<file path="src/rtl/dnn_pkg.sv">
// Shared types and helpers for the DNN result stage.
// State encoding for the argmax FSM, fix5 score type, index-width helper.
package dnn_pkg;

  typedef enum logic [1:0] {
    IDLE = 2'd0,
    SCAN = 2'd1,
    DONE = 2'd2
  } argmax_state_t;

  typedef logic signed [4:0] fix5_t;

  // Width needed to address n entries; never narrower than one bit.
  function automatic int idx_w(input int n);
    return (n <= 1) ? 1 : $clog2(n);
  endfunction

endpackage

</file>
<file path="src/rtl/dnn_score_bank.sv">
// Score capture array with a scan read port and a registered readout port.
// Readout latency 1 cycle, no backpressure; out-of-range readout returns entry 0.
module dnn_score_bank
  import dnn_pkg::*;
#(
  parameter int DATA_WIDTH  = 5,
  parameter int NUM_CLASSES = 10,
  parameter int IDX_W       = idx_w(NUM_CLASSES)
) (
  input  logic                                clk,
  input  logic                                rst,
  input  logic                                clear,
  input  logic                                load,
  input  logic [NUM_CLASSES*DATA_WIDTH-1:0]   scores,
  input  logic [IDX_W-1:0]                    scan_idx,
  output logic signed [DATA_WIDTH-1:0]        scan_data,
  input  logic [IDX_W-1:0]                    rd_idx,
  output logic signed [DATA_WIDTH-1:0]        rd_data
);

  localparam logic [IDX_W:0] NUM_C = (IDX_W+1)'(NUM_CLASSES);

  logic signed [DATA_WIDTH-1:0] bank [NUM_CLASSES];
  logic                         rd_ok;
  logic                         scan_ok;

  assign rd_ok   = {1'b0, rd_idx} < NUM_C;
  assign scan_ok = {1'b0, scan_idx} < NUM_C;

  // Scan port is combinational so the comparator sees the entry in the same cycle.
  assign scan_data = scan_ok ? bank[scan_idx] : bank[0];

  always_ff @(posedge clk) begin
    if (!rst || clear) begin
      for (int k = 0; k < NUM_CLASSES; k++) begin
        bank[k] <= '0;
      end
      rd_data <= '0;
    end else begin
      if (load) begin
        for (int k = 0; k < NUM_CLASSES; k++) begin
          bank[k] <= scores[k*DATA_WIDTH +: DATA_WIDTH];
        end
      end
      rd_data <= rd_ok ? bank[rd_idx] : bank[0];
    end
  end

endmodule

</file>
<file path="src/rtl/dnn_result_argmax.sv">
// Captures class scores on core_done rising edge, scans one class per cycle for the argmax.
// Result after NUM_CLASSES-1 cycles, held until result_ready; optional margin under ARGMAX_MARGIN_EN.
module dnn_result_argmax
  import dnn_pkg::*;
#(
  parameter int DATA_WIDTH  = 5,
  parameter int NUM_CLASSES = 10,
  parameter int IDX_W       = idx_w(NUM_CLASSES)
) (
  input  logic                                clk,
  input  logic                                rst,
  input  logic                                clear,
  input  logic                                core_done,
  input  logic [NUM_CLASSES*DATA_WIDTH-1:0]   scores,
  output logic                                busy,
  output logic                                result_valid,
  input  logic                                result_ready,
  output logic [IDX_W-1:0]                    class_idx,
  output logic signed [DATA_WIDTH-1:0]        best_score,
`ifdef ARGMAX_MARGIN_EN
  output logic signed [DATA_WIDTH:0]          margin,
`endif
  input  logic [IDX_W-1:0]                    rd_idx,
  output logic signed [DATA_WIDTH-1:0]        rd_data
);

  localparam logic [IDX_W-1:0] LAST = IDX_W'(NUM_CLASSES - 1);

  argmax_state_t                state;
  argmax_state_t                state_nxt;
  logic                         done_q;
  logic                         done_rise;
  logic                         capture;
  logic [IDX_W-1:0]             ptr;
  logic signed [DATA_WIDTH-1:0] best;
  logic [IDX_W-1:0]             idx;
  logic signed [DATA_WIDTH-1:0] scan_data;

  assign done_rise = core_done & ~done_q;

  dnn_score_bank #(
    .DATA_WIDTH  (DATA_WIDTH),
    .NUM_CLASSES (NUM_CLASSES),
    .IDX_W       (IDX_W)
  ) u_bank (
    .clk       (clk),
    .rst       (rst),
    .clear     (clear),
    .load      (capture),
    .scores    (scores),
    .scan_idx  (ptr),
    .scan_data (scan_data),
    .rd_idx    (rd_idx),
    .rd_data   (rd_data)
  );

  always_ff @(posedge clk) begin
    if (!rst) begin
      state <= IDLE;
    end else begin
      state <= state_nxt;
    end
  end

  always_comb begin
    state_nxt = state;
    capture   = 1'b0;
    case (state)
      IDLE: begin
        if (done_rise) begin
          capture   = 1'b1;
          state_nxt = SCAN;
        end
      end
      SCAN: begin
        if (ptr == LAST) begin
          state_nxt = DONE;
        end
      end
      DONE: begin
        if (result_ready) begin
          state_nxt = IDLE;
        end
      end
      default: state_nxt = IDLE;
    endcase
    // Clear wins over capture and over the result handshake.
    if (clear) begin
      state_nxt = IDLE;
      capture   = 1'b0;
    end
  end

  assign result_valid = (state == DONE);
  assign busy         = (state != IDLE);
  assign class_idx    = idx;
  assign best_score   = best;

  // Edge detector keeps tracking through clear so a held level cannot retrigger.
  always_ff @(posedge clk) begin
    if (!rst) begin
      done_q <= 1'b0;
    end else begin
      done_q <= core_done;
    end
  end

  always_ff @(posedge clk) begin
    if (!rst || clear) begin
      ptr  <= '0;
      best <= '0;
      idx  <= '0;
    end else if (capture) begin
      best <= scores[0 +: DATA_WIDTH];
      idx  <= '0;
      ptr  <= IDX_W'(1);
    end else if (state == SCAN) begin
      // Strict compare: ties leave the lower index in place.
      if (scan_data > best) begin
        best <= scan_data;
        idx  <= ptr;
      end
      ptr <= ptr + IDX_W'(1);
    end
  end

`ifdef ARGMAX_MARGIN_EN
  localparam logic signed [DATA_WIDTH-1:0] SCORE_MIN = {1'b1, {(DATA_WIDTH-1){1'b0}}};

  logic signed [DATA_WIDTH-1:0] second;

  // Starting second at the most negative value is exact: any real runner-up is >= it.
  always_ff @(posedge clk) begin
    if (!rst || clear) begin
      second <= '0;
    end else if (capture) begin
      second <= SCORE_MIN;
    end else if (state == SCAN) begin
      if (scan_data > best) begin
        second <= best;
      end else if (scan_data > second) begin
        second <= scan_data;
      end
    end
  end

  assign margin = {best[DATA_WIDTH-1], best} - {second[DATA_WIDTH-1], second};
`endif

endmodule
</file>
<file path="config.mk">
export PLATFORM = sky130hd
export DESIGN_NAME = dnn_result_argmax
export DESIGN_NICKNAME = d
export VERILOG_FILES = /design/src/rtl/dnn_pkg.sv /design/src/rtl/dnn_score_bank.sv /design/src/rtl/dnn_result_argmax.sv
export SDC_FILE = /design/constraint.sdc
export NUM_CORES = 1
export LEC_CHECK = 0
export BUFFER_PORTS_ARGS = -buffer_cell sky130_fd_sc_hd__clkbuf_2
export CORE_ASPECT_RATIO = 0.75
export CORE_MARGIN = 8
export CORE_UTILIZATION = 55
export DETAILED_ROUTE_END_ITERATION = 10
export GPL_TIMING_DRIVEN = 0
export HOLD_SLACK_MARGIN = 0.08
export MAX_ROUTING_LAYER = met4
export PLACE_DENSITY = 0.8
export REMOVE_ABC_BUFFERS = 1
export SLEW_MARGIN = 20
export SYNTH_ARGS = -nofsm -noshare
export SYNTH_HDL_FRONTEND = slang
export SYNTH_SLANG_ARGS = --single-unit
</file>
<file path="constraint.sdc">
create_clock -name clk -period 4.7 [get_ports clk]
set_input_delay 0 -clock clk [delete_from_list [all_inputs] [get_ports clk]]
set_output_delay 0 -clock clk [all_outputs]
set_load 0.05 [all_outputs]
</file>
## Yosys cells after proc, flatten, opt, wreduce, memory -nomap -nowiden

Memories as Yosys holds them, arrays and structs flattened.
Index checks and enable logic that the tools add are counted.

- Register bits: 21
- Bits in latches: 0
- Bits in writable memories: 50
- Bits in read-only memories: 0
- Output and inout bits: 16
- Memories kept: 1

Memory list:

| memory | words | width | read ports | clocked after memory_dff | write ports | line | text |
|---|---|---|---|---|---|---|---|
| u_bank.bank | 10 | 5 | 3 | 0 | 10 | dnn_score_bank.sv:23 | `logic signed [DATA_WIDTH-1:0] bank [NUM_CLASSES];` |

- Add/subtract/negate cells: 1
- Multipliers: 0
- Div/mod/pow operators: 0
- $lt $le $gt $ge: 3
- Equal/unequal tests: 6
- Shift operators: 0
- Mux-type cells: 29
- Bitwise logic cells: 13
- Reductions and logical operators: 11

Operator list:

| kind | count |
|---|---|
| $mux W5 | 15 |
| $mux W1 | 10 |
| $or A1 B1 Y1 | 10 |
| $lt A4 B4 Y1 const B | 2 |
| $mux W2 | 3 |
| $pmux W2 S3 | 1 |
| $reduce_bool A2 Y1 | 3 |
| $gt A5 B5 Y1 | 1 |
| $add A4 B1 Y4 const B | 1 |
| $eq A4 B4 Y1 const B | 1 |
| $ne A2 B2 Y1 const B | 2 |
| $reduce_and A2 Y1 | 2 |
| $reduce_or A2 Y1 | 2 |
| $reduce_and A3 Y1 | 1 |
| $eq A2 B1 Y1 const B | 1 |
| $eq A2 B2 Y1 const B | 1 |
| $logic_not A2 Y1 | 1 |
| $ne A2 B1 Y1 const B | 1 |
| $not A1 Y1 | 2 |
| $and A1 B1 Y1 | 1 |
| $logic_not A1 Y1 | 1 |
| $logic_or A1 B1 Y1 | 1 |

## Depth between registers and ports, before layout

Gate-level depths: netlist of the first run.

- Word-level depth: 9
- Depth in mapped cells: 13

## Modules after synthesis

A second synthesis of the first run with hierarchy kept.

- Cell total of the unflattened synthesis: 328
- Area total of the unflattened synthesis: 3778.6 µm²

Modules (own cells, without submodules):

| module | instances | cells an instance | area each (µm²) | sequential area each (µm²) |
|---|---|---|---|---|
| dnn_score_bank | 1 | 228 | 2935.3 | 1601.5 |
| dnn_result_argmax | 1 | 100 | 843.3 | 320.3 |

## Worst setup path after synthesis of the first run

No wires, ideal clock.

- Path type: reg-to-reg
- Start point: register ptr[0]
- End point: register best[1] (netlist: best_score[1])
- Setup time: 0.074 ns
- Arrival: 2.805 ns
- Slack: 1.820 ns
- Cell stages (with the launch flop): 12
- Buffers on the path: 2
- Cells stage by stage: dfxtp_1 buf_2 mux4_2 mux2_2 o21a_1 ha_1 inv_1 a2111oi_0 a21o_1 buf_2 nand3_1 a31oi_1

- Cells in the longest elaborated chain, start to end: 5
- Elaborated cells on any way between the ends: 9
- Those cells by class: order compare (2); mux (4); reduce/logical (2); memory (1)

Ends and longest elaborated chain:

| item | line | text |
|---|---|---|
| start: declaration | dnn_result_argmax.sv:34 | `logic [IDX_W-1:0] ptr;` |
| start signal: assignment | dnn_result_argmax.sv:123 | `ptr <= ptr + IDX_W'(1);` |
| $mem_v2 Z10 W5 / $lt A4 B4 Y1 (equally long branches) | -- |  |
| $mux W5 (*) | dnn_score_bank.sv:31 | `assign scan_data = scan_ok ? bank[scan_idx] : bank[0];` |
| $gt A5 B5 Y1 / $mux W5 (equally long branches) | dnn_result_argmax.sv:119 | `if (scan_data > best) begin` |
| $reduce_bool A2 Y1 (no source line) / $mux W5 (equally long branches) | -- |  |
| $reduce_and A2 Y1 (no source line) / $mux W5 (equally long branches) | -- |  |
| end signal: assignment | dnn_result_argmax.sv:114 | `best <= scores[0 +: DATA_WIDTH];` |
| end signal: assignment | dnn_result_argmax.sv:120 | `best <= scan_data;` |
| end: declaration | dnn_result_argmax.sv:35 | `logic signed [DATA_WIDTH-1:0] best;` |

Mark *: on every way between the ends. The rest lies on a longest branch, timed or not. The select of a mux whose other input is x is not followed.
A chain may end at the register's enable or synchronous reset.

## Final worst setup path of the first run

- Start point: register ptr[0]
- End point: register best[0] (netlist: best_score[0])

Same word-level chain as after synthesis.

==> results of run 1 <==
==> final cells by class <==
type                       instances  area (sq um)
multi-input combinational        228          1690
tap                               84           105
timing repair buffer             132           951
clock buffer                       9           124
sequential                        71          1920
fill                             454          1740
inverter                           7          26.3
clock inverter                     7           111
==> per-layer routing <==
| metal | wire, microns | part of all wire |
|---|---|---|
| met1 | 3820 | 0.42 |
| met3 | 618 | 0.069 |
| met5 | 0 | 0 |
| met2 | 4330 | 0.48 |
| met4 | 222 | 0.025 |
==> how the worst max path moves through the flow <==
stage	startpoint	end	depth (start not counted)	slack, ns
global placement	ptr[0]	class_idx[0]	9	0.76
floorplan	ptr[0]	best_score[1]	9	1.25
finish	ptr[0]	best_score[0]	9	1.15
global route	ptr[0]	best_score[1]	9	0.97
CTS	ptr[0]	best_score[0]	9	1.22
detailed placement	ptr[0]	best_score[0]	9	1.25
==> flip-flops by register name, indices dropped and copies added, names as in the netlist <==
name and count:
state 2, u_bank.bank 50, best_score 5, u_bank.rd_data 5, class_idx 4, ptr 4
done_q 1
==> cells in the mapped netlist, types with 4 or more instances <==
cell type	n
sky130_fd_sc_hd__and2_1	50
sky130_fd_sc_hd__edfxtp_1	50
sky130_fd_sc_hd__mux2_2	26
sky130_fd_sc_hd__dfxtp_1	21
sky130_fd_sc_hd__nand2_1	20
sky130_fd_sc_hd__a21oi_1	17
sky130_fd_sc_hd__o21ai_0	16
sky130_fd_sc_hd__nor2_1	15
sky130_fd_sc_hd__clkbuf_1	11
sky130_fd_sc_hd__mux2i_1	11
sky130_fd_sc_hd__buf_2	9
sky130_fd_sc_hd__a22oi_1	7
sky130_fd_sc_hd__ha_1	7
sky130_fd_sc_hd__inv_1	7
sky130_fd_sc_hd__mux4_2	7
sky130_fd_sc_hd__o211ai_1	6
sky130_fd_sc_hd__o22ai_1	5
sky130_fd_sc_hd__a31oi_1	4
sky130_fd_sc_hd__nand2b_1	4
sky130_fd_sc_hd__nand3_1	4
sky130_fd_sc_hd__nor2b_1	4
sky130_fd_sc_hd__o21a_1	4
==> cells in the final DEF (no fill, tap or decap), types with 3 or more instances in the layout <==
cell type / netlist / routed
sky130_fd_sc_hd__nor2b_1: 4 / 4
sky130_fd_sc_hd__o211ai_1: 6 / 6
sky130_fd_sc_hd__nand2_1: 20 / 19
sky130_fd_sc_hd__a22oi_1: 7 / 7
sky130_fd_sc_hd__mux2_2: 26 / 26
sky130_fd_sc_hd__a21oi_1: 17 / 17
sky130_fd_sc_hd__o22ai_1: 5 / 5
sky130_fd_sc_hd__nand2b_1: 4 / 4
sky130_fd_sc_hd__ha_1: 7 / 7
sky130_fd_sc_hd__clkbuf_8: 0 / 9
sky130_fd_sc_hd__mux4_2: 7 / 7
sky130_fd_sc_hd__edfxtp_1: 50 / 50
sky130_fd_sc_hd__mux2i_1: 11 / 11
sky130_fd_sc_hd__bufinv_16: 0 / 3
sky130_fd_sc_hd__nand3_1: 4 / 4
sky130_fd_sc_hd__a31oi_1: 4 / 4
sky130_fd_sc_hd__o21ai_0: 16 / 16
sky130_fd_sc_hd__and2_1: 50 / 50
sky130_fd_sc_hd__dlygate4sd3_1: 0 / 58
sky130_fd_sc_hd__nor2_1: 15 / 15
sky130_fd_sc_hd__inv_1: 7 / 7
sky130_fd_sc_hd__o21a_1: 4 / 4
sky130_fd_sc_hd__dfxtp_1: 21 / 20
sky130_fd_sc_hd__clkbuf_2: 0 / 74
==> cell families (layout without fill, tap and decap cells) <==
group / count (synthesis) / after routing / synth area share
mux: 44 / 44 / 0.151
simple gates: 106 / 106 / 0.154
buf+inv: 28 / 155 / 0.0323
flops: 71 / 71 / 0.517
fa+ha+maj: 7 / 7 / 0.0235
xor+xnor: 3 / 3 / 0.00706
compound gates: 68 / 68 / 0.116
==> worst max-delay path: stages (launching register included) <==
cell and delay (ns):
sky130_fd_sc_hd__dfxtp_2 0.84, sky130_fd_sc_hd__mux4_2 0.58, sky130_fd_sc_hd__mux2_2 0.27, sky130_fd_sc_hd__o21a_1 0.20
sky130_fd_sc_hd__ha_1 0.29, sky130_fd_sc_hd__inv_1 0.05, sky130_fd_sc_hd__a2111oi_0 0.50, sky130_fd_sc_hd__a21oi_1 0.35
sky130_fd_sc_hd__o211ai_1 0.22, sky130_fd_sc_hd__a31oi_1 0.11
==> power by group through the flow <==
stage	combinational (mW)	clock (mW)	sequential, mW
2_1_floorplan	0.0887	0	0.743
4_1_cts	0.191	0.584	0.727
5_1_grt	0.209	0.606	0.731
6_report	0.193	0.572	0.727
3_5_place_dp	0.153	0	0.741
3_3_place_gp	0.148	0	0.739
==> per-stage QoR <==
step	setup slack [ns]	instance area [sq um]	hold slack [ns]	instances
global placement	0.758	4100	0.217	464
detailed placement	1.25	4120	0.223	464
CTS	1.22	4930	0.0923	538
global route	0.969	4930	0.132	538
finish	1.15	4930	0.112	538
floorplan	1.25	3630	0.122	306
==> report_table.html, run 1 <==
<table>
<tr><th>Metric</th><th>Value</th></tr>
<tr><th colspan="2">CTS</th></tr>
<tr><td>CTS Buf Count</td><td>9</td></tr>
<tr><td>Number of gates given a new drive strength after cts</td><td>0</td></tr>
<tr><td>Clock Tree Root</td><td>sky130_fd_sc_hd__clkbuf_8</td></tr>
<tr><td>Total number of clock tree sinks</td><td>71</td></tr>
<tr><td>Number of buffers on the longest clock path</td><td>2</td></tr>
<tr><td>Source-to-sink clock delay at the later pin of the worst-skew pair</td><td>~0.35 ns</td></tr>
<tr><td>Total setup buffers inserted after CTS</td><td>0</td></tr>
<tr><td>CTS HTree Levels</td><td>3</td></tr>
<tr><td>Clock tree from TritonCTS</td><td>built</td></tr>
<tr><td>Cts-stage hold buffer count</td><td>slightly below 60</td></tr>
<tr><td>Clock transition at the register clock pins on the worst setup and hold paths after CTS</td><td>approximately 0.07 ns</td></tr>
<tr><th colspan="2">Placed design</th></tr>
<tr><td>Final weighted congestion in routability-driven placement</td><td>roughly 0.9</td></tr>
<tr><td>Buffers on Ports</td><td>74</td></tr>
<tr><td>HPWL after DPL</td><td>a little under 6000 microns</td></tr>
<tr><th colspan="2">GRT</th></tr>
<tr><td>Global-route congestion overflow total</td><td>0</td></tr>
<tr><td>GRT Total Usage</td><td>0.193</td></tr>
<tr><td>Number of global-route vias before repair</td><td>3056</td></tr>
<tr><td>GR Layer Usage met2</td><td>0.319</td></tr>
<tr><td>First-pass GRT wire length</td><td>~15000 microns</td></tr>
<tr><td>Global routing usage on met3</td><td>0.0627</td></tr>
<tr><td>Antenna violations before repair</td><td>0</td></tr>
<tr><td>Global routing met1 resource utilization</td><td>0.214</td></tr>
<tr><td>Largest net degree at the start of global routing</td><td>58</td></tr>
<tr><td>Peak-usage layer in the global routing report</td><td>met2</td></tr>
<tr><th colspan="2">Synthesis</th></tr>
<tr><td>Most used flip-flop cell after synthesis</td><td>sky130_fd_sc_hd__edfxtp_1</td></tr>
<tr><td>Avg Inst Size Synth</td><td>11.4 sq um</td></tr>
<tr><td>Synth area leader</td><td>sky130_fd_sc_hd__edfxtp_1</td></tr>
<tr><td>Number of distinct library cell variants in the gate-level netlist after synthesis</td><td>40</td></tr>
<tr><td>Cell types occupying the most area after synthesis</td><td>sky130_fd_sc_hd__edfxtp_1, sky130_fd_sc_hd__dfxtp_1, sky130_fd_sc_hd__and2_1</td></tr>
<tr><td>Asr flop ratio synth</td><td>0</td></tr>
<tr><td>Flop and latch count out of synthesis</td><td>71</td></tr>
<tr><td>Synth warnings</td><td>0</td></tr>
<tr><td>Syn Std Cell Area</td><td>approximately 0.0037 sq mm</td></tr>
<tr><td>Area fraction of the dominant cell type after synthesis</td><td>0.404</td></tr>
<tr><td>Sequential cell area fraction in the yosys report</td><td>0.517</td></tr>
<tr><td>Number of enable-type register cells in the synthesized netlist</td><td>50</td></tr>
<tr><td>Number of instances in the synthesized netlist</td><td>327</td></tr>
<tr><th colspan="2">Worst setup path</th></tr>
<tr><td>Register-to-register setup slack</td><td>between 1 and 1.5 ns</td></tr>
<tr><td>Worst R2R End</td><td>best_score[0]</td></tr>
<tr><td>Crit path DAT</td><td>~3.8 ns</td></tr>
<tr><td>Worst Path Max Fanout</td><td>28</td></tr>
<tr><td>Data required time at the worst endpoint</td><td>4.92 ns</td></tr>
<tr><td>Worst reg-to-reg path cell count</td><td>9</td></tr>
<tr><td>Origin of the critical flop-to-flop path</td><td>ptr[0]</td></tr>
<tr><td>Endpoint kind of the worst setup timing path</td><td>flip-flop</td></tr>
<tr><td>Start-to-end type of the worst setup path</td><td>flip-flop to flip-flop</td></tr>
<tr><td>CP startpoint kind</td><td>flip-flop</td></tr>
<tr><th colspan="2">Cells and area</th></tr>
<tr><td>Ratio of cells with drive above 1 in the final layout</td><td>0.280</td></tr>
<tr><td>Area added between synthesis and finish</td><td>32.6%</td></tr>
<tr><td>Net count of the finished layout</td><td>just over 500</td></tr>
<tr><td>Final core utilization</td><td>0.739</td></tr>
<tr><td>Final antenna diode count</td><td>0</td></tr>
<tr><th colspan="2">Die</th></tr>
<tr><td>Core region area</td><td>0.00667 sq mm</td></tr>
<tr><td>Initial core utilization</td><td>0.558</td></tr>
<tr><td>Cell Rows</td><td>26</td></tr>
<tr><td>Die Outline Area</td><td>between 0.009 and 0.01 sq mm</td></tr>
<tr><td>Die W</td><td>between 100 and 150 microns</td></tr>
<tr><td>Y dimension of the die</td><td>~87 microns</td></tr>
<tr><td>Number of I/O pins</td><td>75</td></tr>
<tr><th colspan="2">Timing</th></tr>
<tr><td>Measured slew at the worst slew-check pin</td><td>approximately 0.78 ns</td></tr>
<tr><td>Setup TNS</td><td>0 ns</td></tr>
<tr><td>Clock Skew</td><td>roughly 0.0072 ns</td></tr>
<tr><td>Final critical-path share of the clock period</td><td>0.755</td></tr>
<tr><td>Final Hold Viols</td><td>0</td></tr>
<tr><td>Unrepaired setup endpoints after global routing</td><td>false</td></tr>
<tr><td>Final period demand of the worst path</td><td>between 3 and 4 ns</td></tr>
<tr><td>Final setup violation count</td><td>0</td></tr>
<tr><td>Final max-slew violation count</td><td>0</td></tr>
<tr><td>Relative max-transition margin</td><td>0.482</td></tr>
<tr><td>Highest attainable clock frequency</td><td>~280 MHz</td></tr>
<tr><th colspan="2">Routing</th></tr>
<tr><td>Count of routing violations after the opening detailed-route iteration</td><td>155</td></tr>
<tr><td>Routed wire length</td><td>8990 microns</td></tr>
<tr><td>Vias after detailed routing</td><td>about 3000</td></tr>
<tr><td>Drt drc</td><td>0</td></tr>
<tr><td>Pre-Repair DR Iteration Count</td><td>5</td></tr>
<tr><td>Number of antenna-violating nets in the routed design</td><td>0</td></tr>
<tr><td>Post-DR vias/cell</td><td>between 5 and 6</td></tr>
<tr><td>WL/cell</td><td>roughly 17 microns</td></tr>
<tr><th colspan="2">Hold path</th></tr>
<tr><td>Worst Min Path Start</td><td>clear</td></tr>
<tr><td>Worst min-delay path class</td><td>input port to flip-flop</td></tr>
<tr><td>Depth of the worst hold-timing path</td><td>4</td></tr>
<tr><td>End point of the worst hold path</td><td>u_bank.rd_data[1]</td></tr>
<tr><th colspan="2">Job</th></tr>
<tr><td>Max-cap viol count</td><td>0</td></tr>
<tr><th colspan="2">Power and ir drop</th></tr>
<tr><td>Max IR drop VDD</td><td>about 0.18 mV</td></tr>
<tr><td>Internal Dissipation</td><td>between 1 and 1.5 mW</td></tr>
<tr><td>Part of the total power dissipated in combinational logic</td><td>0.129</td></tr>
<tr><td>Static Leakage</td><td>about 2.0 nW</td></tr>
<tr><td>Sequential group share of total power</td><td>0.487</td></tr>
<tr><td>Clock Power Share</td><td>0.383</td></tr>
<tr><td>Sw power</td><td>roughly 0.34 mW</td></tr>
<tr><td>Final total power</td><td>between 1 and 1.5 mW</td></tr>
<tr><td>Switching part of the total power</td><td>0.226</td></tr>
<tr><td>Total power density per cell area</td><td>about 300 mW/mm^2</td></tr>
<tr><th colspan="2">Outcome</th></tr>
<tr><td>Outcome</td><td>finished clean</td></tr>
</table>
Note: power is estimated with default switching activity, not from simulation.
==> run 2, diff against run 1 <==
==> constraint.sdc (replaced) <==
create_clock -name clk -period 3.65 [get_ports clk]
set_input_delay 0 -clock clk [delete_from_list [all_inputs] [get_ports clk]]
set_output_delay 0 -clock clk [all_outputs]
set_load 0.05 [all_outputs]
==> run 2 against run 1 <==
Non-clock buffer count stayed put. Worst hold slack better by 0.0013 ns. Clock skew is 0.00060 ns higher. Power is 29% higher. Clock power is 29% higher. Via count is 0.17% higher. Count of clock-buffer cells in the layout stayed put. Global-route usage stayed put. Core utilization hardly changed. Design area hardly changed. Sequential power is 29% higher. Register-to-register slack worse by 0.80 ns. Critical path type unchanged.
==> report_table.html, run 2 (synthesis gave the netlist of run 1 again) <==
<table>
<tr><th>Metric</th><th>Value</th></tr>
<tr><th colspan="2">Placed design</th></tr>
<tr><td>Buffers on Ports</td><td>74 (unchanged)</td></tr>
<tr><td>HPWL after DPL</td><td>5930 microns (unchanged)</td></tr>
<tr><td>Final weighted congestion in routability-driven placement</td><td>0.877 (unchanged)</td></tr>
<tr><td>Worst Setup Slack post-DPL</td><td>0.198 ns (was 1.25 ns)</td></tr>
<tr><th colspan="2">Routing</th></tr>
<tr><td>Vias after detailed routing</td><td>2963 (was 2958)</td></tr>
<tr><td>Post-DR vias/cell</td><td>5.51 (was 5.50)</td></tr>
<tr><td>Pre-Repair DR Iteration Count</td><td>5 (unchanged)</td></tr>
<tr><td>Routed wire length</td><td>8990 microns (about the same)</td></tr>
<tr><td>Drt drc</td><td>0 (unchanged)</td></tr>
<tr><td>Number of antenna-violating nets in the routed design</td><td>0 (unchanged)</td></tr>
<tr><td>WL/cell</td><td>16.7 microns (about the same)</td></tr>
<tr><td>Count of routing violations after the opening detailed-route iteration</td><td>129 (was 155)</td></tr>
<tr><th colspan="2">Timing</th></tr>
<tr><td>Final critical-path share of the clock period</td><td>0.903 (was 0.755)</td></tr>
<tr><td>Clock Skew</td><td>0.00784 ns (was 0.00724 ns)</td></tr>
<tr><td>Final max-slew violation count</td><td>0 (unchanged)</td></tr>
<tr><td>Worst hold margin</td><td>0.113 ns (was 0.112 ns)</td></tr>
<tr><td>Unrepaired setup endpoints after global routing</td><td>false (unchanged)</td></tr>
<tr><td>Final Hold Viols</td><td>0 (unchanged)</td></tr>
<tr><td>Final period demand of the worst path</td><td>3.30 ns (was 3.55 ns)</td></tr>
<tr><td>Measured slew at the worst slew-check pin</td><td>0.763 ns (was 0.777 ns)</td></tr>
<tr><td>Setup TNS</td><td>0 ns (unchanged)</td></tr>
<tr><td>Relative max-transition margin</td><td>0.490 (was 0.482)</td></tr>
<tr><td>Final setup violation count</td><td>0 (unchanged)</td></tr>
<tr><td>Highest attainable clock frequency</td><td>303 MHz (was 282 MHz)</td></tr>
<tr><td>Setup slack of the critical path after layout</td><td>0.355 ns (was 1.15 ns)</td></tr>
<tr><th colspan="2">CTS</th></tr>
<tr><td>Number of buffers on the longest clock path</td><td>2 (unchanged)</td></tr>
<tr><td>Total setup buffers inserted after CTS</td><td>0 (unchanged)</td></tr>
<tr><td>Clock transition at the register clock pins on the worst setup and hold paths after CTS</td><td>0.07 ns (about the same)</td></tr>
<tr><td>Total number of clock tree sinks</td><td>71 (unchanged)</td></tr>
<tr><td>CTS HTree Levels</td><td>3 (unchanged)</td></tr>
<tr><td>Source-to-sink clock delay at the later pin of the worst-skew pair</td><td>0.35 ns (about the same)</td></tr>
<tr><td>Clock Tree Root</td><td>sky130_fd_sc_hd__clkbuf_8 (unchanged)</td></tr>
<tr><td>Clock tree from TritonCTS</td><td>built (unchanged)</td></tr>
<tr><td>CTS Buf Count</td><td>9 (unchanged)</td></tr>
<tr><th colspan="2">Hold path</th></tr>
<tr><td>Depth of the worst hold-timing path</td><td>4 (unchanged)</td></tr>
<tr><td>Worst min-delay path class</td><td>input port to flip-flop (unchanged)</td></tr>
<tr><th colspan="2">Worst setup path</th></tr>
<tr><td>Data required time at the worst endpoint</td><td>3.87 ns (was 4.92 ns)</td></tr>
<tr><td>CP startpoint kind</td><td>flip-flop (unchanged)</td></tr>
<tr><td>Endpoint kind of the worst setup timing path</td><td>flip-flop (unchanged)</td></tr>
<tr><td>Worst Path Max Fanout</td><td>28 (unchanged)</td></tr>
<tr><td>Start-to-end type of the worst setup path</td><td>flip-flop to flip-flop (unchanged)</td></tr>
<tr><td>Worst reg-to-reg path cell count</td><td>9 (unchanged)</td></tr>
<tr><td>Crit path DAT</td><td>3.52 ns (was 3.77 ns)</td></tr>
<tr><th colspan="2">Outcome</th></tr>
<tr><td>Outcome</td><td>finished clean (unchanged)</td></tr>
<tr><th colspan="2">GRT</th></tr>
<tr><td>Global-route congestion overflow total</td><td>0 (unchanged)</td></tr>
<tr><td>Antenna violations before repair</td><td>0 (unchanged)</td></tr>
<tr><td>First-pass GRT wire length</td><td>14600 microns (unchanged)</td></tr>
<tr><td>Largest net degree at the start of global routing</td><td>58 (unchanged)</td></tr>
<tr><td>GRT Total Usage</td><td>0.193 (unchanged)</td></tr>
<tr><td>Number of global-route vias before repair</td><td>3056 (unchanged)</td></tr>
<tr><th colspan="2">Die</th></tr>
<tr><td>Core region area</td><td>0.00667 sq mm (unchanged)</td></tr>
<tr><td>Number of I/O pins</td><td>75 (unchanged)</td></tr>
<tr><td>Initial core utilization</td><td>0.558 (unchanged)</td></tr>
<tr><td>Die Outline Area</td><td>0.00968 sq mm (unchanged)</td></tr>
<tr><td>Die W</td><td>111 microns (unchanged)</td></tr>
<tr><td>Cell Rows</td><td>26 (unchanged)</td></tr>
<tr><td>Y dimension of the die</td><td>87.2 microns (unchanged)</td></tr>
<tr><th colspan="2">Cells and area</th></tr>
<tr><td>Most common cell after layout, fill and taps aside</td><td>sky130_fd_sc_hd__clkbuf_2 (unchanged)</td></tr>
<tr><td>Sequential cell area</td><td>0.00193 sq mm (was 0.00192 sq mm)</td></tr>
<tr><td>Max reg flops</td><td>50 (unchanged)</td></tr>
<tr><td>Total area of multi-input combinational cells</td><td>0.00169 sq mm (unchanged)</td></tr>
<tr><td>Ratio of cells with drive above 1 in the final layout</td><td>0.280 (unchanged)</td></tr>
<tr><td>Register with the most flip-flops</td><td>u_bank.bank (unchanged)</td></tr>
<tr><td>Area added between synthesis and finish</td><td>32.6% (about the same)</td></tr>
<tr><td>Top library cells by usage in the layout, fill and taps aside</td><td>sky130_fd_sc_hd__clkbuf_2, sky130_fd_sc_hd__dlygate4sd3_1, sky130_fd_sc_hd__and2_1, sky130_fd_sc_hd__edfxtp_1, sky130_fd_sc_hd__mux2_2 (unchanged)</td></tr>
<tr><td>Net count of the finished layout</td><td>515 (unchanged)</td></tr>
<tr><td>Filler cells</td><td>454 (unchanged)</td></tr>
<tr><td>Final antenna diode count</td><td>0 (unchanged)</td></tr>
<tr><th colspan="2">Job</th></tr>
<tr><td>Max-cap viol count</td><td>0 (unchanged)</td></tr>
<tr><th colspan="2">Power and ir drop</th></tr>
<tr><td>Total power density per cell area</td><td>390 mW/mm^2 (was 303 mW/mm^2)</td></tr>
<tr><td>Static Leakage</td><td>1.99 nW (about the same)</td></tr>
<tr><td>Max IR drop VDD</td><td>0.227 mV (was 0.176 mV)</td></tr>
</table>
==> run 2: cell counts in the layout (fill, tap and decap cells not counted) <==
Identical to the previous run, type by type.
==> run 2: worst paths after layout <==
kind,to,slack (ns),startpoint
setup / recovery,best_score[0],0.35,ptr[0]
hold / removal,u_bank.rd_data[1],0.11,clear
hold reg to reg,class_idx[2],0.46,class_idx[2]
setup reg to reg,best_score[0],0.35,ptr[0]
==> run 2: area by class of cell <==
class,instances,area share
clock buffer,9,0.0251
inverter,7,0.00533
multi-input combinational,228,0.343
clock inverter,7,0.0226
sequential,71,0.390
tap,84,0.0213
timing repair buffer,132,0.193
==> run 2: where the power goes <==
| part | leakage, nW | switching (mW) | internal [mW] | total (mW) |
|---|---|---|---|---|
| clock | 0.118 | 0.289 | 0.449 | 0.738 |
| combinational | 1.13 | 0.116 | 0.133 | 0.248 |
| sequential | 0.743 | 0.0311 | 0.905 | 0.936 |
==> run 2: metal layers <==
layer / GRT usage / share of wire
met3: 0.0627 / 0.067
met4: 0.0770 / 0.028
met5: - / 0
met1: 0.214 / 0.42
met2: 0.319 / 0.48
==> run 2: critical path, stage by stage (launching register included) <==
cell and delay [ns]:
sky130_fd_sc_hd__dfxtp_4 0.62, sky130_fd_sc_hd__mux4_2 0.55, sky130_fd_sc_hd__mux2_2 0.27, sky130_fd_sc_hd__o21a_1 0.20, sky130_fd_sc_hd__ha_1 0.29, sky130_fd_sc_hd__inv_1 0.05, sky130_fd_sc_hd__a2111oi_0 0.49, sky130_fd_sc_hd__a21oi_1 0.36
sky130_fd_sc_hd__o211ai_1 0.22, sky130_fd_sc_hd__a31oi_1 0.11
==> run 2: through the flow <==
| stage | power, mW | utilization | cells | area (sq um) |
|---|---|---|---|---|
| 5_1_grt | 1.99 | 0.740 | 538 | 4930 |
| 4_1_cts | 1.93 | 0.739 | 538 | 4930 |
| 3_3_place_gp | 1.14 | 0.615 | 464 | 4100 |
| 2_1_floorplan | 1.07 | - | 306 | 3630 |
| 6_report | 1.92 | 0.740 | 538 | 4930 |
| 3_5_place_dp | 1.15 | 0.617 | 464 | 4120 |
==> run 2: repair_timing <==
| action | in CTS | in global routing |
|---|---|---|
| endpoints found under the hold margin | 62 | 0 |
| endpoints found under the setup margin | 0 | 9 |
| resized for setup | 0 | 1 |
| hold buffers | 58 | 0 |
